===== config.mk =====
export PLATFORM = sky130hd
export DESIGN_NAME = ahb_sram_responder
export DESIGN_NICKNAME = d
export VERILOG_FILES = /design/src/rtl/ahb_sram_responder_pkg.sv /design/src/rtl/ahb_sram_responder_lane_decode.sv /design/src/rtl/ahb_sram_responder.sv
export SDC_FILE = /design/constraint.sdc
export NUM_CORES = 1
export LEC_CHECK = 0
export ABC_AREA = 1
export CAP_MARGIN = 20
export CORE_ASPECT_RATIO = 1.4
export CORE_MARGIN = 10
export CORE_UTILIZATION = 30
export CTS_BUF_LIST = sky130_fd_sc_hd__clkbuf_4 sky130_fd_sc_hd__clkbuf_8
export DETAILED_ROUTE_END_ITERATION = 16
export PLACE_DENSITY = 0.83
export SYNTH_ARGS = -nofsm -noshare
export SYNTH_HDL_FRONTEND = slang
export SYNTH_HIERARCHICAL = 1
export SYNTH_SLANG_ARGS = --single-unit

===== constraint.sdc =====
create_clock -name clk -period 1.8 [get_ports clk]
set_input_delay 0.36 -clock clk [delete_from_list [all_inputs] [get_ports clk]]
set_output_delay 0.36 -clock clk [all_outputs]
set_load 0.005 [all_outputs]

===== src/rtl/ahb_sram_responder_pkg.sv =====
// Shared AHB-Lite encodings, responder FSM states and the accepted-transfer record.
package ahb_defs;

  localparam logic [1:0] HTRANS_IDLE   = 2'b00;
  localparam logic [1:0] HTRANS_BUSY   = 2'b01;
  localparam logic [1:0] HTRANS_NONSEQ = 2'b10;
  localparam logic [1:0] HTRANS_SEQ    = 2'b11;

  localparam logic [2:0] HSIZE_BYTE = 3'b000;
  localparam logic [2:0] HSIZE_HALF = 3'b001;
  localparam logic [2:0] HSIZE_WORD = 3'b010;

  localparam logic HRESP_OKAY  = 1'b0;
  localparam logic HRESP_ERROR = 1'b1;

  localparam int unsigned LANES      = 4;
  localparam int unsigned WAIT_CNT_W = 3;

  typedef enum logic [2:0] {
    ST_IDLE     = 3'd0,
    ST_RD_ISSUE = 3'd1,
    ST_WAIT     = 3'd2,
    ST_WR_DONE  = 3'd3,
    ST_RD_DONE  = 3'd4,
    ST_ERR1     = 3'd5,
    ST_ERR2     = 3'd6
  } state_e;

  typedef struct packed {
    logic             write;
    logic [LANES-1:0] mask;
  } xfer_t;

  // NONSEQ and SEQ start a transfer; IDLE and BUSY do not.
  function automatic logic trans_active(input logic [1:0] htrans);
    case (htrans)
      HTRANS_NONSEQ, HTRANS_SEQ: trans_active = 1'b1;
      HTRANS_IDLE, HTRANS_BUSY:  trans_active = 1'b0;
      default:                   trans_active = 1'b0;
    endcase
  endfunction

endpackage


===== src/rtl/ahb_sram_responder_lane_decode.sv =====
// Maps HSIZE and the low address bits to SRAM byte-lane enables and an alignment/size error.
module ahb_lane_decode
  import ahb_defs::*;
(
  input  logic [2:0]       hsize_i,
  input  logic [1:0]       addr_lo_i,
  output logic [LANES-1:0] mask_c,
  output logic             err_c
);

  always_comb begin
    mask_c = '0;
    err_c  = 1'b0;
    case (hsize_i)
      HSIZE_BYTE: mask_c = LANES'(1) << addr_lo_i;
      HSIZE_HALF: begin
        mask_c = addr_lo_i[1] ? 4'b1100 : 4'b0011;
        err_c  = addr_lo_i[0];
      end
      HSIZE_WORD: begin
        mask_c = 4'b1111;
        err_c  = (addr_lo_i != 2'b00);
      end
      default: err_c = 1'b1;
    endcase
  end

endmodule


===== src/rtl/ahb_sram_responder.sv =====
// AHB-Lite slave fronting a synchronous single-port SRAM with a fixed number of wait states.
module ahb_sram_responder
  import ahb_defs::*;
#(
  parameter int unsigned ADDR_WIDTH  = 10,
  parameter int unsigned WAIT_STATES = 0
) (
  input  logic                  clk,
  input  logic                  reset,
  input  logic                  HSEL,
  input  logic [31:0]           HADDR,
  input  logic                  HWRITE,
  input  logic [1:0]            HTRANS,
  input  logic [2:0]            HSIZE,
  input  logic [31:0]           HWDATA,
  input  logic                  HREADY,
  output logic                  HREADYOUT,
  output logic                  HRESP,
  output logic [31:0]           HRDATA,
  output logic                  MEM_EN,
  output logic [LANES-1:0]      MEM_WEA,
  output logic [ADDR_WIDTH-1:0] MEM_ADDR,
  output logic [31:0]           MEM_DIN,
  input  logic [31:0]           MEM_DOUT
);

  state_e                 state_q, state_d;
  logic [WAIT_CNT_W-1:0]  cnt_q, cnt_d;
  logic [ADDR_WIDTH-1:0]  addr_q, addr_d;
  xfer_t                  req_q, req_d;
  logic                   hreadyout_q, hreadyout_d;
  logic                   hresp_q, hresp_d;
  logic                   mem_en_q, mem_en_d;
  logic [LANES-1:0]       mem_wea_q, mem_wea_d;

  logic [LANES-1:0]       lane_mask_c;
  logic                   lane_err_c;
  logic                   accept_c;
  logic                   unused_haddr;

  // Upper address bits alias onto the SRAM.
  assign unused_haddr = ^HADDR[31:ADDR_WIDTH+2];

  ahb_lane_decode u_lane_decode (
    .hsize_i   (HSIZE),
    .addr_lo_i (HADDR[1:0]),
    .mask_c    (lane_mask_c),
    .err_c     (lane_err_c)
  );

  assign accept_c = HSEL & trans_active(HTRANS) & HREADY;

  always_ff @(posedge clk or negedge reset) begin
    if (!reset) begin
      state_q     <= ST_IDLE;
      cnt_q       <= '0;
      addr_q      <= '0;
      req_q       <= '0;
      hreadyout_q <= 1'b1;
      hresp_q     <= HRESP_OKAY;
      mem_en_q    <= 1'b0;
      mem_wea_q   <= '0;
    end else begin
      state_q     <= state_d;
      cnt_q       <= cnt_d;
      addr_q      <= addr_d;
      req_q       <= req_d;
      hreadyout_q <= hreadyout_d;
      hresp_q     <= hresp_d;
      mem_en_q    <= mem_en_d;
      mem_wea_q   <= mem_wea_d;
    end
  end

  // Next state; outputs are decoded from the state being entered so they register with it.
  always_comb begin
    state_d     = state_q;
    cnt_d       = cnt_q;
    addr_d      = addr_q;
    req_d       = req_q;
    hreadyout_d = 1'b1;
    hresp_d     = HRESP_OKAY;
    mem_en_d    = 1'b0;
    mem_wea_d   = '0;

    case (state_q)
      ST_IDLE, ST_WR_DONE, ST_RD_DONE, ST_ERR2: begin
        state_d = ST_IDLE;
        if (accept_c) begin
          addr_d     = HADDR[ADDR_WIDTH+1:2];
          req_d.write = HWRITE;
          req_d.mask  = lane_mask_c;
          if (lane_err_c) begin
            state_d = ST_ERR1;
          end else if (!HWRITE) begin
            state_d = ST_RD_ISSUE;
          end else if (WAIT_STATES == 0) begin
            state_d = ST_WR_DONE;
          end else begin
            state_d = ST_WAIT;
            cnt_d   = WAIT_CNT_W'(WAIT_STATES);
          end
        end
      end
      ST_RD_ISSUE: begin
        if (WAIT_STATES == 0) begin
          state_d = ST_RD_DONE;
        end else begin
          state_d = ST_WAIT;
          cnt_d   = WAIT_CNT_W'(WAIT_STATES);
        end
      end
      ST_WAIT: begin
        cnt_d = cnt_q - WAIT_CNT_W'(1);
        if (cnt_q <= WAIT_CNT_W'(1)) begin
          state_d = req_q.write ? ST_WR_DONE : ST_RD_DONE;
        end
      end
      ST_ERR1: state_d = ST_ERR2;
      default: state_d = ST_IDLE;
    endcase

    case (state_d)
      ST_RD_ISSUE: begin
        mem_en_d    = 1'b1;
        hreadyout_d = 1'b0;
      end
      ST_WAIT: hreadyout_d = 1'b0;
      ST_WR_DONE: begin
        mem_en_d  = 1'b1;
        mem_wea_d = req_d.mask;
      end
      ST_ERR1: begin
        hreadyout_d = 1'b0;
        hresp_d     = HRESP_ERROR;
      end
      ST_ERR2: hresp_d = HRESP_ERROR;
      default: ;
    endcase
  end

  assign HREADYOUT = hreadyout_q;
  assign HRESP     = hresp_q;
  assign MEM_EN    = mem_en_q;
  assign MEM_WEA   = mem_wea_q;
  assign MEM_ADDR  = addr_q;
  assign MEM_DIN   = HWDATA;
  assign HRDATA    = MEM_DOUT;

endmodule


==> impl_metrics.prom <==
# TYPE chip_impl_metric gauge
chip_impl_metric{name="power.switching_fraction",unit="%"} 33.3
chip_impl_metric{name="slew_violations",unit=""} 0
chip_impl_metric{name="clk_pin_slew_worst_paths",unit="ns"} 0.09
chip_impl_metric{name="worst_hold_margin",unit="ns"} 0.455
chip_impl_info{name="crit-reg2reg-capture",value="MEM_WEA[2]"} 1
chip_impl_metric{name="max_cap_viol_count",unit=""} 0
chip_impl_metric{name="crit_fanout",unit=""} 1
chip_impl_metric{name="setup_viol",unit=""} 0
chip_impl_metric{name="die_ar",unit="um^2"} 9730
chip_impl_metric{name="setup_tns",unit="ns"} 0
chip_impl_info{name="cp_top_family",value="flip-flops"} 1
chip_impl_metric{name="post_drt_via_cell_ratio",unit=""} 4.52
chip_impl_metric{name="drive_above_1_share",unit="%"} 16.1
chip_impl_metric{name="powerDensity",unit="nW/um^2"} 1180
chip_impl_metric{name="crit_cells",unit=""} 1
chip_impl_metric{name="ant_nets",unit=""} 0
chip_impl_metric{name="fp.dieW",unit="um"} 86.3
chip_impl_metric{name="dr_total_vias",unit=""} 1269
chip_impl_metric{name="clock-skew-final",unit="ns"} 0.00273
chip_impl_metric{name="clock_power_share",unit="%"} 16.5
chip_impl_metric{name="first_pass_grt_wire_length",unit="um"} 6380
chip_impl_metric{name="routed_wire_length_per_instance",unit="um"} 14.5
chip_impl_metric{name="cell_internal_pwr",unit="W"} 0.00153
chip_impl_metric{name="insertion_delay_to_the_later_sink_of_the_worst_skew_pair",unit="ns"} 0.27
chip_impl_metric{name="grt_max_degree",unit=""} 29
chip_impl_metric{name="cp_data_required_time",unit="ns"} 1.44
chip_impl_metric{name="cts.htree.levels",unit=""} 1
chip_impl_metric{name="syn_inst",unit=""} 226
chip_impl_metric{name="syn-num-nets",unit=""} 334
chip_impl_metric{name="worst_r2r_path_depth",unit=""} 9
chip_impl_metric{name="coreArea",unit="um^2"} 5900
chip_impl_metric{name="first_global_vias",unit=""} 1331
chip_impl_metric{name="grt.met3_usage",unit="%"} 3.88
chip_impl_metric{name="worstPathBufferInverterCount",unit=""} 1
chip_impl_info{name="start_kind",value="register"} 1
chip_impl_metric{name="irDropWorstVdd",unit="V"} 0.000296
chip_impl_metric{name="pwr-share-comb",unit="%"} 40.4
chip_impl_info{name="cp_cell_sequence",value="clkdlybuf4s50_1"} 1
chip_impl_metric{name="period_minus_slack",unit="ns"} 1.65
chip_impl_info{name="crit_path_max_delay_cell_type",value="dfstp_2"} 1
chip_impl_metric{name="yosys_warnings",unit=""} 6
chip_impl_metric{name="max_freq",unit="MHz"} 605
chip_impl_info{name="tritoncts",value="yes"} 1
chip_impl_metric{name="detailedRoute.firstIterationViolations",unit=""} 38
chip_impl_info{name="timing.critical_path.to_type",value="output port"} 1
chip_impl_metric{name="synth_sequential_area_ratio",unit="%"} 38.1
chip_impl_info{name="worst_hold_path_type",value="input pin to async pin"} 1
chip_impl_metric{name="hold_violations",unit=""} 0
chip_impl_metric{name="num-nets-final",unit=""} 320
chip_impl_metric{name="worst-slew-pin-transition",unit="ns"} 0.338
chip_impl_metric{name="drt_first_pass_iters",unit=""} 4
chip_impl_metric{name="row_count",unit=""} 33
chip_impl_metric{name="floorplan.initialDensity",unit="%"} 31.2
chip_impl_metric{name="cts_hold_buf",unit=""} 0
chip_impl_metric{name="maxSlewHeadroom",unit="%"} 77.5
chip_impl_info{name="critical_path.startpoint",value="HREADYOUT"} 1
chip_impl_info{name="reg2reg_from",value="state_q[1]"} 1
chip_impl_info{name="critPathCapture",value="HREADYOUT"} 1
chip_impl_metric{name="netlist_area",unit="um^2"} 1840
chip_impl_metric{name="ios",unit=""} 187
chip_impl_metric{name="post-route-drc-count",unit=""} 0
chip_impl_metric{name="routabilityCongestion",unit=""} 0.822
chip_impl_info{name="cts.root.buffer_cell",value="clkbuf_8"} 1
chip_impl_metric{name="final_min_period_over_clock_period",unit="%"} 91.8
chip_impl_metric{name="net-switching-power",unit="W"} 0.000764
chip_impl_metric{name="grt.overflow.total",unit=""} 0
chip_impl_info{name="rsz0062_at_grt",value="false"} 1
chip_impl_metric{name="antenna_found_initial",unit=""} 0
chip_impl_metric{name="clock-sinks",unit=""} 28
chip_impl_metric{name="antenna_cells_inserted",unit=""} 0
chip_impl_metric{name="grt_use_total",unit="%"} 8.09
chip_impl_metric{name="yosys_register_bits",unit=""} 28
chip_impl_metric{name="finalCoreUtilization",unit="%"} 33.0
chip_impl_info{name="worstSetupPathType",value="register to output port"} 1
chip_impl_metric{name="groute.layer.met2.usage",unit="%"} 13.0
chip_impl_metric{name="pre_cts_slack",unit="ns"} -0.152
chip_impl_metric{name="postRouteWirelength",unit="um"} 4070
chip_impl_metric{name="io_buffer_count",unit=""} 37
chip_impl_metric{name="yosys.cell_types.count",unit=""} 26
chip_impl_metric{name="layout_overhead_on_the_synthesized_area",unit="%"} 5.56
chip_impl_info{name="grt_most_used_layer",value="met2"} 1
chip_impl_metric{name="cts-buffers-inserted",unit=""} 3
chip_impl_metric{name="die_height",unit="um"} 113
chip_impl_metric{name="static_leakage",unit="nW"} 0.964
chip_impl_metric{name="ctsLongestPathBuffers",unit=""} 2
chip_impl_metric{name="sequentialPowerShare",unit="%"} 43.1
chip_impl_metric{name="grt_use_met1",unit="%"} 6.59
chip_impl_info{name="run_status",value="finished clean"} 1
chip_impl_metric{name="synthesis.area_per_instance",unit="um^2"} 8.16
chip_impl_metric{name="critical_path_arrival",unit="ns"} 1.29
chip_impl_metric{name="worst_path_largest_cell_delay",unit="ns"} 0.53
chip_impl_metric{name="hpwl",unit="um"} 3350
chip_impl_metric{name="finalWorstSetupSlack",unit="ns"} 0.147
chip_impl_metric{name="r2r_slack",unit="ns"} 0.38
-- cell families (layout without fill, tap and decap cells) --
kind of cell	Yosys count	count (layout)	synth area share, %
adder cells (fa/ha/maj)	2	2	1.36
multiplexers	1	1	0.543
buffers and inverters	88	73	31.4
AND/OR/NAND/NOR	97	97	24.6
XOR/XNOR	2	2	0.950
flip-flops	28	28	38.1
AO/OA/AOI/OAI	8	8	3.12
-- flip-flops by register name, indices dropped and copies added (netlist names) --
| signal | flops |
|---|---|
| HRESP | 1 |
| HREADYOUT | 1 |
| req_q | 5 |
| MEM_EN | 1 |
| state_q | 3 |
| MEM_WEA | 4 |
| cnt_q | 3 |
| MEM_ADDR | 10 |
-- routing by layer --
metal / up-vias / routed length [um]
met5: - / 0
met4: 0 / 403
li1: 596 / -
met3: 47 / 607
met2: 68 / 1890
met1: 558 / 1170
-- timing repair --
item / in CTS / in global routing
setup endpoints to repair: 0 / 4
buffers inserted: 0 / 0
resized for setup: 0 / 2
-- synth_stat cells, drive strengths merged --
library cell,n,area (um^2)
or2,4,25.0
nand2,57,248
dfrtp,27,676
o211ai,1,7.51
nand4,1,6.26
nor2,15,73.8
xor2,2,17.5
ha,2,25.0
nand3,20,100
mux2i,1,10.0
a21oi,1,5.00
inv,21,81.3
clkinv,1,5.00
buf,66,493
o21ai,6,45.0
dfstp,1,26.3
-- worst register-to-register path, cell delays in order (launching register included) --
cell	delay, ns
dfrtp_1	0.43
inv_1	0.11
nand2_1	0.09
nand2_2	0.10
nand2_4	0.06
nand2_8	0.11
inv_4	0.06
or2_1	0.22
o21ai_2	0.07
nor2_1	0.07
-- stage by stage --
stage	power, W	area [um^2]	cells
after floorplan	0.00162	1840	226
after global placement	0.00189	1880	277
after detailed placement	0.00195	1880	277
after CTS	0.00233	1940	281
after global routing	0.00250	1950	281
final	0.00230	1950	281
-- area by class of cell --
type                            count  area (um^2)
Sequential cell                    28          702
Clock buffer                        4         55.1
Multi-Input combinational cell    110          571
Fill cell                         616         3960
Timing Repair Buffer               47          445
Inverter                           22         86.3
Tap cell                           70         87.6
-- worst min-delay path by stage --
stage / start / end / depth (start not counted)
2_1_floorplan: reset / HRESP / 0
3_3_place_gp: MEM_ADDR[6] / MEM_ADDR[6] / 2
3_5_place_dp: MEM_ADDR[7] / MEM_ADDR[7] / 2
4_1_cts: reset / state_q[1] / 2
5_1_grt: reset / MEM_ADDR[7] / 2
6_report: reset / cnt_q[1] / 2
-- power by group through the flow --
stage	clock (W)	sequential, W	combinational [W]
6_report	0.000378	0.000990	0.000929
5_1_grt	0.000416	0.00102	0.00107
4_1_cts	0.000394	0.000991	0.000947
3_5_place_dp	0	0.00101	0.000941
3_3_place_gp	0	0.000988	0.000902
2_1_floorplan	0	0.000996	0.000622
-- layout by cell type, fill, tap and decap left out, types with 2 or more instances in the layout --
master,synthesis,final
nor2_4,2,2
buf_4,65,10
inv_1,18,18
nand2_2,4,5
inv_2,2,2
ha_1,2,2
nand3_1,20,19
clkbuf_8,0,4
o21ai_2,4,4
xor2_1,2,2
dfrtp_1,27,27
nor2_1,12,12
nand2_1,51,50
clkdlybuf4s50_1,0,37
or2_1,4,4
(Power assumes the default switching activity.)
